[src/rtl/vmem_scroll_ctrl.sv]
// Text-VRAM write controller: translates CPU cell writes through a circular row base
// and runs clear-screen / scroll / clear-line fill operations, yielding to the CPU.
module vmem_scroll_ctrl #(
    parameter int DATA_W = 16
) (
    input  logic              clk,
    input  logic              rst,
    input  logic              cpu_we,
    input  logic [11:0]       cpu_addr,
    input  logic [DATA_W-1:0] cpu_data,
    input  logic              cmd_valid,
    input  logic [1:0]        cmd_op,
    input  logic [4:0]        cmd_arg,
    input  logic [DATA_W-1:0] cmd_fill,
    output logic              vm_we,
    output logic [11:0]       vm_addr,
    output logic [DATA_W-1:0] vm_data,
    output logic [4:0]        row_base,
    output logic              busy,
    output logic              cmd_err
);

    localparam logic [1:0] OP_NOP    = 2'b00;
    localparam logic [1:0] OP_CLEAR  = 2'b01;
    localparam logic [1:0] OP_SCROLL = 2'b10;
    localparam logic [1:0] OP_LINE   = 2'b11;

    localparam logic [4:0] LAST_ROW = 5'd29;
    localparam logic [6:0] LAST_COL = 7'd79;

    typedef enum logic [1:0] {
        IDLE,
        CLEAR,
        LINE
    } state_t;

    state_t              state, state_nx;
    logic [4:0]          row_cnt, row_cnt_nx;
    logic [6:0]          col_cnt, col_cnt_nx;
    logic [4:0]          row_base_nx;
    logic [DATA_W-1:0]   fill, fill_nx;
    logic                engaged;
    logic                accept;
    logic                reject;
    logic                eng_issue;
    logic                eng_last;

    // Logical row to physical row; the 5-bit sum wraps modulo 32 by construction.
    function automatic logic [11:0] xlate(input logic [4:0] lrow, input logic [6:0] col,
                                          input logic [4:0] base);
        logic [4:0] prow;
        prow = lrow + base;
        return {prow, col};
    endfunction

    always_comb begin
        state_nx    = state;
        row_cnt_nx  = row_cnt;
        col_cnt_nx  = col_cnt;
        row_base_nx = row_base;
        fill_nx     = fill;
        accept      = 1'b0;
        reject      = 1'b0;
        eng_issue   = 1'b0;
        eng_last    = 1'b0;

        // busy stays high one cycle past the FSM while the last write is on vm_*
        engaged = (state != IDLE) || busy;

        if (cmd_valid && (cmd_op != OP_NOP)) begin
            if (engaged || ((cmd_op == OP_LINE) && (cmd_arg > LAST_ROW)))
                reject = 1'b1;
            else
                accept = 1'b1;
        end

        if (accept) begin
            fill_nx    = cmd_fill;
            col_cnt_nx = 7'd0;
            case (cmd_op)
                OP_CLEAR: begin
                    row_base_nx = 5'd0;
                    row_cnt_nx  = 5'd0;
                    state_nx    = CLEAR;
                end
                OP_SCROLL: begin
                    row_base_nx = row_base + 5'd1;
                    row_cnt_nx  = LAST_ROW;
                    state_nx    = LINE;
                end
                default: begin
                    row_cnt_nx = cmd_arg;
                    state_nx   = LINE;
                end
            endcase
        end else if ((state != IDLE) && !cpu_we) begin
            eng_issue = 1'b1;
            if (col_cnt == LAST_COL) begin
                col_cnt_nx = 7'd0;
                if ((state == LINE) || (row_cnt == LAST_ROW)) begin
                    eng_last = 1'b1;
                    state_nx = IDLE;
                end else begin
                    row_cnt_nx = row_cnt + 5'd1;
                end
            end else begin
                col_cnt_nx = col_cnt + 7'd1;
            end
        end
    end

    always_ff @(posedge clk or posedge rst) begin
        if (rst) begin
            state    <= IDLE;
            row_cnt  <= 5'd0;
            col_cnt  <= 7'd0;
            row_base <= 5'd0;
            fill     <= '0;
            busy     <= 1'b0;
            cmd_err  <= 1'b0;
        end else begin
            state    <= state_nx;
            row_cnt  <= row_cnt_nx;
            col_cnt  <= col_cnt_nx;
            row_base <= row_base_nx;
            fill     <= fill_nx;
            busy     <= (state_nx != IDLE) || eng_last;
            cmd_err  <= reject;
        end
    end

    // Output write port: CPU cycle wins, the engine stalls in place.
    always_ff @(posedge clk or posedge rst) begin
        if (rst) begin
            vm_we   <= 1'b0;
            vm_addr <= 12'd0;
            vm_data <= '0;
        end else begin
            vm_we <= cpu_we || eng_issue;
            if (cpu_we) begin
                vm_addr <= xlate(cpu_addr[11:7], cpu_addr[6:0], row_base);
                vm_data <= cpu_data;
            end else begin
                vm_addr <= xlate(row_cnt, col_cnt, row_base);
                vm_data <= fill;
            end
        end
    end

endmodule
[config.mk]
export PLATFORM = sky130hd
export DESIGN_NAME = vmem_scroll_ctrl
export DESIGN_NICKNAME = d
export VERILOG_FILES = /design/src/rtl/vmem_scroll_ctrl.sv
export SDC_FILE = /design/constraint.sdc
export NUM_CORES = 1
export LEC_CHECK = 0
export BUFFER_PORTS_ARGS = -buffer_cell sky130_fd_sc_hd__buf_4
export CORE_ASPECT_RATIO = 1.25
export CORE_UTILIZATION = 46
export DETAILED_ROUTE_END_ITERATION = 10
export GPL_ROUTABILITY_DRIVEN = 0
export HOLD_SLACK_MARGIN = 0.06
export PLACE_DENSITY = 0.75
export SLEW_MARGIN = 15
export SYNTH_ARGS = -nofsm -noshare
export SYNTH_HDL_FRONTEND = slang
export SYNTH_SLANG_ARGS = --single-unit
[constraint.sdc]
create_clock -name clk -period 1.9 [get_ports clk]
set_clock_uncertainty 0.15 [all_clocks]
set_input_delay 0.095 -clock clk [delete_from_list [all_inputs] [get_ports clk]]
set_output_delay 0.095 -clock clk [all_outputs]
set_load 0.02 [all_outputs]
-- Word level (Yosys, flattened, before mapping)
Cells that the tools add are included.
- add/subtract/negate cells: 5
- order comparisons: 1
- equality and inequality tests: 7
- mux-type cells: 26
- reduce and logical (&&, ||, !) cells: 17
- operators by type and width (operator ; count):
    $mux W7 ; 3
    $mux W5 ; 4
    $pmux W5 S2 ; 2
    $mux W16 ; 1
    $mux W12 ; 1
    $reduce_bool A2 Y1 ; 6
    $add A5 B1 Y5 const B ; 2
    $add A5 B5 Y5 ; 2
    $mux W1 ; 10
    $mux W2 ; 5
    $add A7 B1 Y7 const B ; 1
    $eq A7 B7 Y1 const B ; 1
    $eq A2 B2 Y1 const B ; 3
    $eq A5 B5 Y1 const B ; 1
    $gt A5 B5 Y1 const B ; 1
    $logic_or A1 B1 Y1 ; 5
    $logic_and A1 B1 Y1 ; 3
    $reduce_and A3 Y1 ; 1
    $eq A2 B1 Y1 const B ; 1
    $ne A2 B2 Y1 const B ; 1
    $reduce_and A2 Y1 ; 1
    $logic_not A1 Y1 ; 1
- register bits after elaboration: 66
- bits of input ports: 55
- word-level logic and storage cells: 66

-- Longest topological paths before layout
Gate-level depths: netlist (run 1).
- word-level depth: 8
- mapped depth: 8

-- Worst setup path before layout (run 1)
No wires, ideal clock.
- path kind: input port to flip-flop
- start: input cpu_we
- end: register vm_addr[11]
- library setup time: 124 ps
- arrival time: 1986 ps
- required time: 1626 ps
- setup slack: -361 ps
- stages on the path: 8
- buffers on the path: 2
- cells stage by stage: clkbuf_1 > clkbuf_1 > mux2_2 > ha_1 > fa_1 > a21o_1 > a21oi_1 > xnor2_1
- cells in the longest elaborated chain, start to end: 1
- ends and longest elaborated chain (element ; RTL line ; RTL):
    from (decl) ; 8 ; input logic cpu_we,
    $mux W12 ; 140 ; if (cpu_we) begin
    to (signal assigned) ; 141 ; vm_addr <= xlate(cpu_addr[11:7], cpu_addr[6:0], row_base);
    to (signal assigned) ; 144 ; vm_addr <= xlate(row_cnt, col_cnt, row_base);
    to (decl) ; 16 ; output logic [11:0] vm_addr,
Every way passes these cells.
A chain may end at the register's enable or synchronous reset.

-- Worst setup path after layout (run 1)
- start: register state[1]
- end: register row_cnt[1]
- cells in the longest elaborated chain, start to end: 7
- elaborated cells on any way between the ends: 13
- classes of those cells: eq/ne: 2; mux: 3; reduce/logical: 8
- ends and longest elaborated chain (element ; RTL line ; RTL):
    from (decl) ; 37 ; state_t state, state_nx;
    from (signal assigned) ; 122 ; state <= state_nx;
    $reduce_bool A2 Y1 ; 68, 96 ;
    $logic_or A1 B1 Y1 ; 68 ; engaged = (state != IDLE) || busy;
    $logic_or A1 B1 Y1 ; 71 ; if (engaged || ((cmd_op == OP_LINE) && (cmd_arg > LAST_ROW)))
    $mux W1 ; 71 ;
    $mux W1 ; 70 ; if (cmd_valid && (cmd_op != OP_NOP)) begin
    $ne A2 B2 Y1 (no line) / $reduce_bool A2 Y1 (equally long branches) ; -- ;
    $reduce_and A3 Y1 (no line) ; -- ;
    to (signal assigned) ; 123 ; row_cnt <= row_cnt_nx;
    to (decl) ; 38 ; logic [4:0] row_cnt, row_cnt_nx;
Several ways; a longest one is shown, not always the timed one.

==> results of run 1 <==
per-stage QoR:
step	total power, mW	setup TNS, ns	util (%)	cells	cell area, µm²
finish	5.485	-0.04408	74.98	538	4743
global route	5.832	-0.3837	74.98	538	4743
CTS	5.475	-0.04300	74.66	538	4723
detailed placement	4.195	-1.124	64.34	476	4070
global placement	4.133	-0.3228	64.34	476	4070
floorplan	3.338	-0.05990	-	280	3105
registers in the layout, summed over array words and instances, names as in the netlist, 2 cells and up:
signal / count
col_cnt: 7
row_cnt: 5
vm_addr: 12
state: 2
vm_data: 16
fill: 16
row_base: 5
routing by layer:
metal  wire, µm  global-route usage, %  vias to the layer above
met1       3154                  27.76                     1312
met3        235                  4.741                       13
met5          0                      0                        -
li1           -                      -                     1307
met2       4173                  42.34                       70
met4        143                  10.65                        0
how the worst min path moves through the flow:
stage	from	end	slack [ns]	cells past startpoint
after floorplan	cmd_fill[0]	fill[0]	0.05	2
final	cpu_addr[11]	vm_addr[11]	0.05	4
after detailed placement	rst	vm_data[2]	0.03	2
after CTS	cpu_addr[11]	vm_addr[11]	0.06	4
after global routing	cpu_addr[11]	vm_addr[11]	0.07	4
after global placement	rst	vm_data[2]	0.02	2
repair_timing:
item                                   CTS  global route
hold buffers                            45             0
pin swaps                                3             2
gates resized for setup                  0             7
setup endpoints to repair                6            12
endpoints found under the hold margin   67             0
setup buffers                            1             0
worst reg2reg max path, cell delays in order, from the launching register on:
cell and delay [ns]:
dfrtp_1 0.40, or4b_4 0.55, a211oi_4 0.19, buf_4 0.16, mux2_4 0.29, mux2i_1 0.13
power breakdown:
| group | total, mW | switching [mW] | leakage [nW] | internal (mW) |
|---|---|---|---|---|
| combinational | 2.09 | 1.03 | 1.43 | 1.07 |
| sequential | 2.22 | 0.310 | 0.797 | 1.91 |
| clock | 1.17 | 0.533 | 0.103 | 0.638 |
cells by family (layout without fill, tap and decap cells):
group	count (synthesis)	after routing	share of synthesized area, %
AO/OA/AOI/OAI	38	38	8.584
XOR/XNOR	6	6	1.709
adder cells (fa/ha/maj)	13	13	5.533
buffers and inverters	20	193	2.848
flip-flops	66	66	53.70
multiplexers	32	32	11.51
AND/OR/NAND/NOR	105	105	16.11
placed cells by master, fill, tap and decap left out, drive strengths merged, types with 2 or more instances in the layout:
master / netlist / routed
a2bb2oi: 3 / 3
a21o: 2 / 2
ha: 12 / 12
nor4b: 2 / 2
nor2b: 2 / 2
nand2b: 3 / 3
nand3: 10 / 10
dlygate4sd3: 0 / 45
xnor2: 4 / 4
o21ai: 15 / 15
nand3b: 2 / 2
or4: 2 / 2
clkbuf: 6 / 11
inv: 10 / 10
mux2i: 5 / 5
xor2: 2 / 2
or3: 4 / 4
buf: 4 / 122
dfrtp: 66 / 66
a211o: 2 / 2
a21oi: 6 / 6
nor2: 5 / 5
nand2: 64 / 64
nand4: 4 / 4
clkinv: 0 / 4
o31ai: 3 / 3
mux2: 27 / 27
final cells by class:
type                    count  area [µm²]  area share [%]
well taps                  85       106.4           2.242
multi-input cells         194        1370           28.88
inverters                  10       37.54          0.7913
flip-flops and latches     66        1652           34.82
clock buffers              11       141.4           2.981
repair buffers            167        1383           29.15
clock inverters             5       53.80           1.134
==> summary.txt, run 1 <==
Global routing
  • Vias in the first global route: between 2000 and 3000
  • Initial antenna violation count: 0
  • Global-route wire length before repair: 12540 µm
  • GR Overflow Total: 0
  • Largest net degree at the start of global routing: 27
  • GRT Util Overall: between 20% and 30%

Setup path
  • Crit path to: row_cnt[1]
  • Worst Setup SP: state[1]
  • Slowest Stage Delay on Critical Path: 0.55 ns
  • CP arrival: 2.04 ns
  • FF-to-FF path depth: 5
  • Slowest CP cell: or4b_4
  • Reg-to-reg slack, setup: -0.04 ns
  • CP delay by family, top: simple AND/OR/NAND/NOR gates
  • Critical path type: reg2reg
  • Buf/Inv on CP: 1
  • Critical-path maximum fanout: 3
  • Req. time, crit path: 2.01 ns
  • FF-to-FF End: row_cnt[1]
  • CP cell instances: or4b_4 > a211oi_4 > buf_4 > mux2_4 > mux2i_1
  • Critical Path End Type: register
  • Crit path launch type: register
  • CP Depth: 5
  • Reg-to-Reg Start: state[1]

CTS
  • CTS tree: done
  • Clk_lat worst skew: between 0.3 and 0.4 ns
  • CTS buffer count: 9
  • Maximum clock path buffer count: 2
  • Root Driver: clkbuf_8
  • Clock Sinks: 66
  • Clk pin slew, worst setup/hold paths: 0.07 ns
  • H-tree Lvls: 3

Synth
  • Synth warnings: 0
  • Post-Syn Instances: 280
  • Sequential fraction of the synthesis area: 53.70%
  • Cell taking the most area after synthesis: dfrtp_1
  • Synth top area share: approximately 54%
  • Post-synth EDFFs: 0
  • Synth top area cells: dfrtp_1, mux2_2, nand2_1
  • Syn_nets: 348
  • FFs w/ async S/R, synth: between 90% and 100%
  • Top FF cell, synth: dfrtp_1
  • Mapped cell area: 3075 µm²
  • #FFs+latches synth: 66
  • Syn_area_per_cell: 10.98 µm²
  • Synth cell types: 46
  • Cell with the most instances after synthesis: dfrtp_1
  • Post-synth top cells: dfrtp_1, nand2_1, mux2_2

Placement
  • DP HPWL: 5095 µm
  • Port-buffer cells: 90
  • Pre-CTS worst setup slack: -0.1439 ns

Detailed routing
  • Starting DRC count in detailed routing: 158
  • Detail Route Antenna Nets: 0
  • Pre-Repair DR Iteration Count: 4
  • Final wirelength: 7706 µm
  • Post-route DRC violation count: 0
  • WL/cell: 14.32 µm
  • Vias/cell: 5.022
  • Detailed-route via count: roughly 2700

Pwr
  • PD cells: 1156 nW/µm²
  • Worst VDD drop: 0.0006060 V
  • Leakage power: 2.328 nW

Timing
  • Period utilization: 101.9%
  • RSZ-0062 raised after global routing: true
  • Hold slack: around 0.055 ns
  • Final setup violation count: 3
  • Relative slew slack: between 60% and 70%
  • Final slew viol count: 0
  • Post-layout minimum cycle time: 1.936 ns
  • Worst slew pin tran: 0.5553 ns
  • Final setup margin: -0.03576 ns
  • Fmax: 516.6 MHz
  • Final hold viol count: 0

Floorplanning
  • Die Y: 93.42 µm
  • Starting Density: 48.62%
  • Placeable Area: between 6000 and 7000 µm²
  • FP Rows: 32
  • Die ar.: 7019 µm²
  • Io pins: 91
  • Die X: 75.14 µm

Status
  • Failing checks: negative setup slack
  • Outcome: finished with violations

Finish
  • Fraction of layout cells with a size suffix above 1: 39.07%
  • Post-layout nets: slightly above 500
  • Diode count: 0
  • Layout area overhead: 54.23%
  • Filler cell count: 450

Job
  • Max-cap check violation count: 0

Min path
  • Worst hold path class: in2reg
Power figures use the tool's default switching activity.
==> inputs of run 2 (changes only) <==
- ABC_CLOCK_PERIOD_IN_PS: not set -> 1900
- CORE_ASPECT_RATIO: 1.25 -> not set
==> summary.txt, run 2 (same netlist as run 1, synthesis figures left out) <==
CTS
  • CTS tree: done
  • H-tree Lvls: 3 (unchanged)
  • Clock Sinks: 66 (unchanged)
  • Maximum clock path buffer count: 2 (unchanged)
  • Root Driver: clkbuf_8
  • Clk_lat worst skew: 0.34 ns (about the same)
  • CTS buffer count: 9 (unchanged)
  • Clk pin slew, worst setup/hold paths: 0.08 ns (about the same)

Floorplanning
  • Die ar.: 7017 µm² (about the same)
  • Die X: 83.77 µm (+11%)
  • FP Rows: 29 (-9.4%)
  • Die Y: 83.77 µm (-10%)
  • Placeable Area: 6386 µm² (+0.95%)
  • Io pins: 91 (unchanged)
  • Starting Density: 48.16% (-0.46 points)

Status
  • Failing checks: negative setup slack
  • Outcome: finished with violations

Min path
  • Worst hold path class: in2reg
  • Hold endpoint: vm_addr[11]
  • Worst Hold Launch: cpu_addr[11]
  • WHS Path Cells: 4 (unchanged)

Detailed routing
  • Starting DRC count in detailed routing: 102 (-35%)
  • Final wirelength: 8231 µm (+6.8%)
  • Detailed-route via count: 2758 (+2.1%)
  • Detail Route Antenna Nets: 0 (unchanged)
  • Pre-Repair DR Iteration Count: 4 (unchanged)
  • WL/cell: 15.53 µm (+8.4%)
  • Post-route DRC violation count: 0 (unchanged)
  • Vias/cell: 5.204 (+3.6%)

Pwr
  • Logic pwr share: 39.1% (+0.9 points)
  • Switching power: 1.975 mW (+5.7%)
  • Sequential cell fraction of total power: 39.8% (-0.7 points)
  • Switching part of the total power: 35.20% (+1.1 points)
  • Leakage power: 2.339 nW (+0.48%)
  • Worst VDD drop: 0.0006307 V (+4.1%)
  • Pwr Total: 5.612 mW (+2.3%)
  • PD cells: 1166 nW/µm² (+0.85%)
  • Clock share of power: 21.0% (-0.3 points)
  • Int Pwr: 3.637 mW (+0.55%)

Finish
  • Most common cell after layout, fill and taps aside: buf_4
  • Layout area overhead: 56.47%
  • Diode count: 0 (unchanged)
  • Post-layout nets: 516 (unchanged)
  • Final core utilization: 75.35% (+0.37 points)
  • Fraction of layout cells with a size suffix above 1: 40.62% (+1.5 points)
  • Commonest cells after routing, fill and taps aside: buf_4, dfrtp_1, nand2_1
  • Biggest regs: fill: 16 flops, vm_data: 16 flops, vm_addr: 12 flops

Placement
  • Pre-CTS worst setup slack: -0.1211 ns (+0.02273 ns)
  • Port-buffer cells: 90 (unchanged)
  • DP HPWL: 5347 µm (+5.0%)

Timing
  • Post-layout minimum cycle time: 1.965 ns (+0.02929 ns)
  • Final setup violation count: 4 (+1)
  • Fmax: 508.9 MHz (-1.5%)
  • RSZ-0062 raised after global routing: true
  • Relative slew slack: 78.69% (+16 points)
  • Worst slew pin tran: 0.3151 ns (-0.2401 ns)
  • Final hold viol count: 0 (unchanged)
  • Final slew viol count: 0 (unchanged)
  • Period utilization: 103.4% (+1.5 points)
  • Final setup margin: -0.06505 ns (-0.02929 ns)
  • Hold slack: 0.06976 ns (+0.01508 ns)

Setup path
  • Reg-to-Reg Start: state[1]
  • CP cell instances: or4b_4 > a211oi_4 > buf_6 > mux2i_1 > a2bb2oi_1
  • Critical path type: reg2reg
  • Req. time, crit path: 1.97 ns (-0.04 ns)
  • Reg-to-reg slack, setup: -0.07 ns (-0.03 ns)
  • CP arrival: 2.03 ns (about the same)
  • FF-to-FF path depth: 5 (unchanged)
  • Critical-path maximum fanout: 5 (+2)
  • Slowest CP cell: or4b_4
  • FF-to-FF End: row_cnt[4]
  • Slowest Stage Delay on Critical Path: 0.55 ns (about the same)
  • Critical Path End Type: register
  • Crit path launch type: register

Global routing
  • Vias in the first global route: 2914 (+4.3%)
  • Initial antenna violation count: 0 (unchanged)
  • Largest net degree at the start of global routing: 41 (+52%)
  • GR Overflow Total: 0 (unchanged)
  • Global-route wire length before repair: 13270 µm (+5.8%)
  • GRT Util Overall: 24.20% (+0.11 points)

Job
  • Max-cap check violation count: 0 (unchanged)
[run 2: changes by cell type in the layout (fill, tap and decap cells not counted), moves of 2 or more]
| cell | previous run | this run |
|---|---|---|
| buf_4 | 120 | 117 |
| clkinv_2 | 3 | 1 |
| nand2_1 | 64 | 61 |
| nand2_2 | 0 | 3 |
| clkinv_4 | 1 | 3 |
[run 2: worst max path at each step]
| stage | startpoint | endpoint | slack, ns | cells after the start |
|---|---|---|---|---|
| after global routing | state[1] | row_cnt[4] | -0.11 | 5 |
| after detailed placement | cmd_op[0] | row_cnt[1] | -0.12 | 7 |
| after floorplan | busy | row_base[3] | -0.02 | 4 |
| after global placement | cmd_op[0] | row_cnt[4] | -0.04 | 8 |
| after CTS | state[1] | row_cnt[4] | -0.04 | 5 |
| final | state[1] | row_cnt[4] | -0.07 | 5 |
[run 2: metal layers]
metal	global-route usage (%)	vias to the layer above	part of all wire, %
met3	4.055	17	4.0
li1	-	1298	-
met5	0	-	0
met4	10.79	0	2.0
met1	28.20	1349	41
met2	43.53	94	53
[run 2: final cells by class]
cell class,count,area (µm²)
Sequential cell,66,1652
Clock buffer,9,123.9
Multi-Input combinational cell,194,1424
Tap cell,77,96.34
Fill cell,429,1574
Timing Repair Buffer,167,1401
Clock inverter,7,77.57
Inverter,10,37.54
[run 2: critical path: cells and delay by family (launching register included)]
kind / cells / cell delay, ns
and+or+nand+nor: 1 / 0.55
DFF: 1 / 0.40
buffers and inverters: 1 / 0.17
muxes: 1 / 0.21
AOI/OAI and AO/OA: 2 / 0.36
[run 2: power groups by stage]
stage	logic (mW)	clock network (mW)	registers, mW
floorplan	0.836	0	2.50
global placement	1.92	0	2.21
detailed placement	1.98	0	2.23
CTS	2.10	1.21	2.21
global route	2.38	1.28	2.28
finish	2.20	1.18	2.23
[run 2: repair_timing]
item                                   in CTS  in global routing
endpoints found under the hold margin     110                  0
gates resized for setup                     4                 16
pin swaps                                   1                  5
setup buffers                               0                  1
setup endpoints to repair                  19                 29
gates cloned                                0                  0
hold buffers                               46                  0
[run 2: metrics by stage]
step / cells / setup TNS (ns) / area (µm²)
finish: 530 / -0.1795 / 4812
global route: 530 / -0.7804 / 4812
CTS: 529 / -0.3935 / 4725
detailed placement: 467 / -2.153 / 4053
global placement: 467 / -0.7202 / 4053
floorplan: 280 / -0.05990 / 3105
==> inputs of run 3 (changes only) <==
- ABC_AREA: not set -> 1
- CORE_UTILIZATION: 46 -> 47
- PLACE_DENSITY: 0.75 -> 0.76
==> summary.txt, run 3 <==
Status
  • Outcome: finished with violations
  • Failing checks: design-rule violations

Pwr
  • Worst VDD drop: 0.0006227 V (-1.3%)
  • Leakage power: 2.502 nW (+7.0%)
  • PD cells: 1076 nW/µm² (-7.7%)
  • Pwr Total: 5.100 mW (-9.1%)

CTS
  • Clk_lat worst skew: 0.34 ns (about the same)
  • Setup bufs post-CTS: 0 (unchanged)
  • Clk pin slew, worst setup/hold paths: 0.06 ns (-0.02 ns)
  • CTS tree: done
  • Root Driver: clkbuf_8
  • Clock Sinks: 66 (unchanged)
  • H-tree Lvls: 3 (unchanged)
  • CTS buffer count: 9 (unchanged)
  • Maximum clock path buffer count: 2 (unchanged)

Synth
  • #FFs+latches synth: 66 (unchanged)
  • Cell taking the most area after synthesis: dfrtp_1
  • Sequential fraction of the synthesis area: 52.32% (-1.4 points)
  • Synth warnings: 0 (unchanged)
  • Syn_nets: 438 (+26%)
  • Syn_area_per_cell: 8.532 µm² (-22%)
  • Post-synth EDFFs: 0 (unchanged)
  • FFs w/ async S/R, synth: 100.0% (unchanged)
  • Top FF cell, synth: dfrtp_1
  • Post-synth top cells: nand2_1, dfrtp_1, inv_1
  • Post-Syn Instances: 370 (+32%)
  • Synth cell types: 26 (-43%)
  • Synth top area cells: dfrtp_1, nand2_1, inv_1
  • Cell with the most instances after synthesis: nand2_1
  • Mapped cell area: 3157 µm² (+2.6%)
  • Synth top area share: 52.32% (-1.4 points)

Placement
  • Port-buffer cells: 90 (unchanged)
  • DP HPWL: 5023 µm (-6.1%)

Timing
  • Setup_tns: 0 ns (+0.1795 ns)
  • Fmax: 547.6 MHz (+7.6%)
  • Final slew viol count: 0 (unchanged)
  • Worst slew pin tran: 0.5110 ns (+0.1958 ns)
  • Final hold viol count: 0 (unchanged)
  • Period utilization: 96.11% (-7.3 points)
  • RSZ-0062 raised after global routing: true
  • Post-layout minimum cycle time: 1.826 ns (-0.1389 ns)
  • Relative slew slack: 65.89% (-13 points)
  • Final setup violation count: 0 (-4)

Floorplanning
  • Io pins: 91 (unchanged)
  • Die ar.: 7048 µm² (+0.45%)
  • Placeable Area: 6422 µm² (+0.57%)
  • Die X: 83.96 µm (+0.23%)
  • FP Rows: 29 (unchanged)
  • Die Y: 83.96 µm (+0.23%)
  • Starting Density: 49.15% (+0.99 points)

Setup path
  • Slowest CP cell: dlygate4sd3_1
  • CP most frequent cell: nand2_1
  • CP arrival: 1.93 ns (-0.10 ns)
  • CP cell instances: buf_4 > dlygate4sd3_1 > nand2_1 > o21ai_0 > ha_1 > fa_2 > nand2_1 > nand2_1 > a21oi_2 > xor2_1
  • Critical-path maximum fanout: 2 (-3)
  • Crit path launch type: primary input
  • Critical path type: in2reg
  • Slowest Stage Delay on Critical Path: 0.55 ns (about the same)
  • Req. time, crit path: 2.01 ns (+0.04 ns)
  • Buf/Inv on CP: 2 (+1)
  • Reg-to-reg slack, setup: 0.08 ns (+0.15 ns)
  • Critical Path End Type: register
  • CP delay by family, top: buffers and inverters

Detailed routing
  • Detailed-route via count: 2953 (+7.1%)
  • Pre-Repair DR Iteration Count: 7 (+3)
  • Detail Route Antenna Nets: 0 (unchanged)
  • Final wirelength: 7852 µm (-4.6%)
  • Vias/cell: 4.865 (-6.5%)
  • WL/cell: 12.94 µm (-17%)
  • Starting DRC count in detailed routing: 146 (+43%)
  • Post-route DRC violation count: 16 (+16)

Finish
  • Final core utilization: 73.80% (-1.6 points)
  • Layout area overhead: 50.14%
  • Commonest cells after routing, fill and taps aside: nand2_1, buf_4, dfrtp_1
  • Diode count: 0 (unchanged)
  • Biggest regs: fill: 16 flops, vm_data: 16 flops, vm_addr: 12 flops
  • Most common cell after layout, fill and taps aside: nand2_1
  • Post-layout nets: 595 (+15%)
  • Fraction of layout cells with a size suffix above 1: 24.34% (-16 points)

Job
  • Max-cap check violation count: 0 (unchanged)

Min path
  • Worst hold path class: in2reg

Global routing
  • Global-route wire length before repair: 12890 µm (-2.9%)
  • Largest net degree at the start of global routing: 41 (unchanged)
  • Initial antenna violation count: 0 (unchanged)
  • GRT Util Overall: 23.44% (-0.76 points)
  • GR Overflow Total: 0 (unchanged)
  • Vias in the first global route: 2943 (+1.0%)
## run 3: cell count changes in the layout (fill, tap and decap cells not counted), sizes merged, moves of 5 or more
cell | before | now
dlygate4sd3 | 46 | 54
nand2 | 64 | 115
xor2 | 2 | 12
nand4 | 4 | 9
buf | 121 | 101
nor2 | 5 | 22
inv | 11 | 48
mux2 | 27 | 0
mux2i | 5 | 0
nand3 | 10 | 21
a21oi | 6 | 12
o21ai | 15 | 36
## run 3: layout make-up
class | instances | area, µm²
fillers | 469 | 1683
flip-flops and latches | 66 | 1653
repair buffers | 155 | 1315
multi-input cells | 247 | 1289
inverters | 48 | 180.2
clock buffers | 11 | 141.4
well taps | 77 | 96.34
clock inverters | 3 | 65.06
## run 3: cell families (layout without fill, tap and decap cells)
kind of cell | Yosys count | count (layout) | synth area share [%]
AND/OR/NAND/NOR | 173 | 173 | 23.86
flip-flops | 66 | 66 | 52.32
buffers and inverters | 57 | 217 | 7.134
AO/OA/AOI/OAI | 49 | 49 | 7.967
adder cells (fa/ha/maj) | 13 | 13 | 5.390
XOR/XNOR | 12 | 12 | 3.329
## run 3: repair_timing
item | 4_1_cts | 5_1_grt
endpoints found under the hold margin | 111 | 0
gates resized for setup | 0 | 7
hold buffers | 54 | 0
setup endpoints to repair | 0 | 4
## run 3: metal layers
| layer | vias up | share of wire [%] | global-route usage, % |
|---|---|---|---|
| li1 | 1480 | - | - |
| met1 | 1379 | 42 | 27.34 |
| met2 | 83 | 51 | 41.95 |
| met3 | 11 | 4.6 | 5.045 |
| met4 | 0 | 1.6 | 9.091 |
| met5 | - | 0 | 0 |
## run 3: path summary, 6_finish.rpt
check | startpoint | endpoint | cells past startpoint
worst min-delay path | cpu_addr[11] | vm_addr[11] | 5
min in group asynchronous | rst | vm_data[12] | 3
worst max-delay path | cpu_addr[7] | vm_addr[11] | 10
max in group asynchronous | rst | state[0] | 4
worst max register to register | busy | cmd_err | 6
worst min register to register | fill[2] | fill[2] | 2
## run 3: tightest hold or removal path, stage by stage
cell and delay [ns]:
buf_4 0.08, nand2_1 0.04, o21ai_0 0.09, xor2_1 0.09, xor2_1 0.12
## run 3: stage by stage
stage	hold slack (ns)	instances	cell area, µm²	setup WS (ns)
floorplan	0.06160	370	3158	0.0001945
global placement	-0.0004274	539	3979	0.1719
detailed placement	0.005122	539	3979	0.1003
CTS	0.06897	607	4726	0.007016
global route	0.1105	607	4740	-0.001059
finish	0.08163	607	4740	0.07382
## run 3: where the power goes
| group | switching (mW) | internal, mW | total, mW |
|---|---|---|---|
| clock | 0.506 | 0.759 | 1.26 |
| sequential | 0.261 | 1.85 | 2.11 |
| combinational | 0.952 | 0.775 | 1.73 |
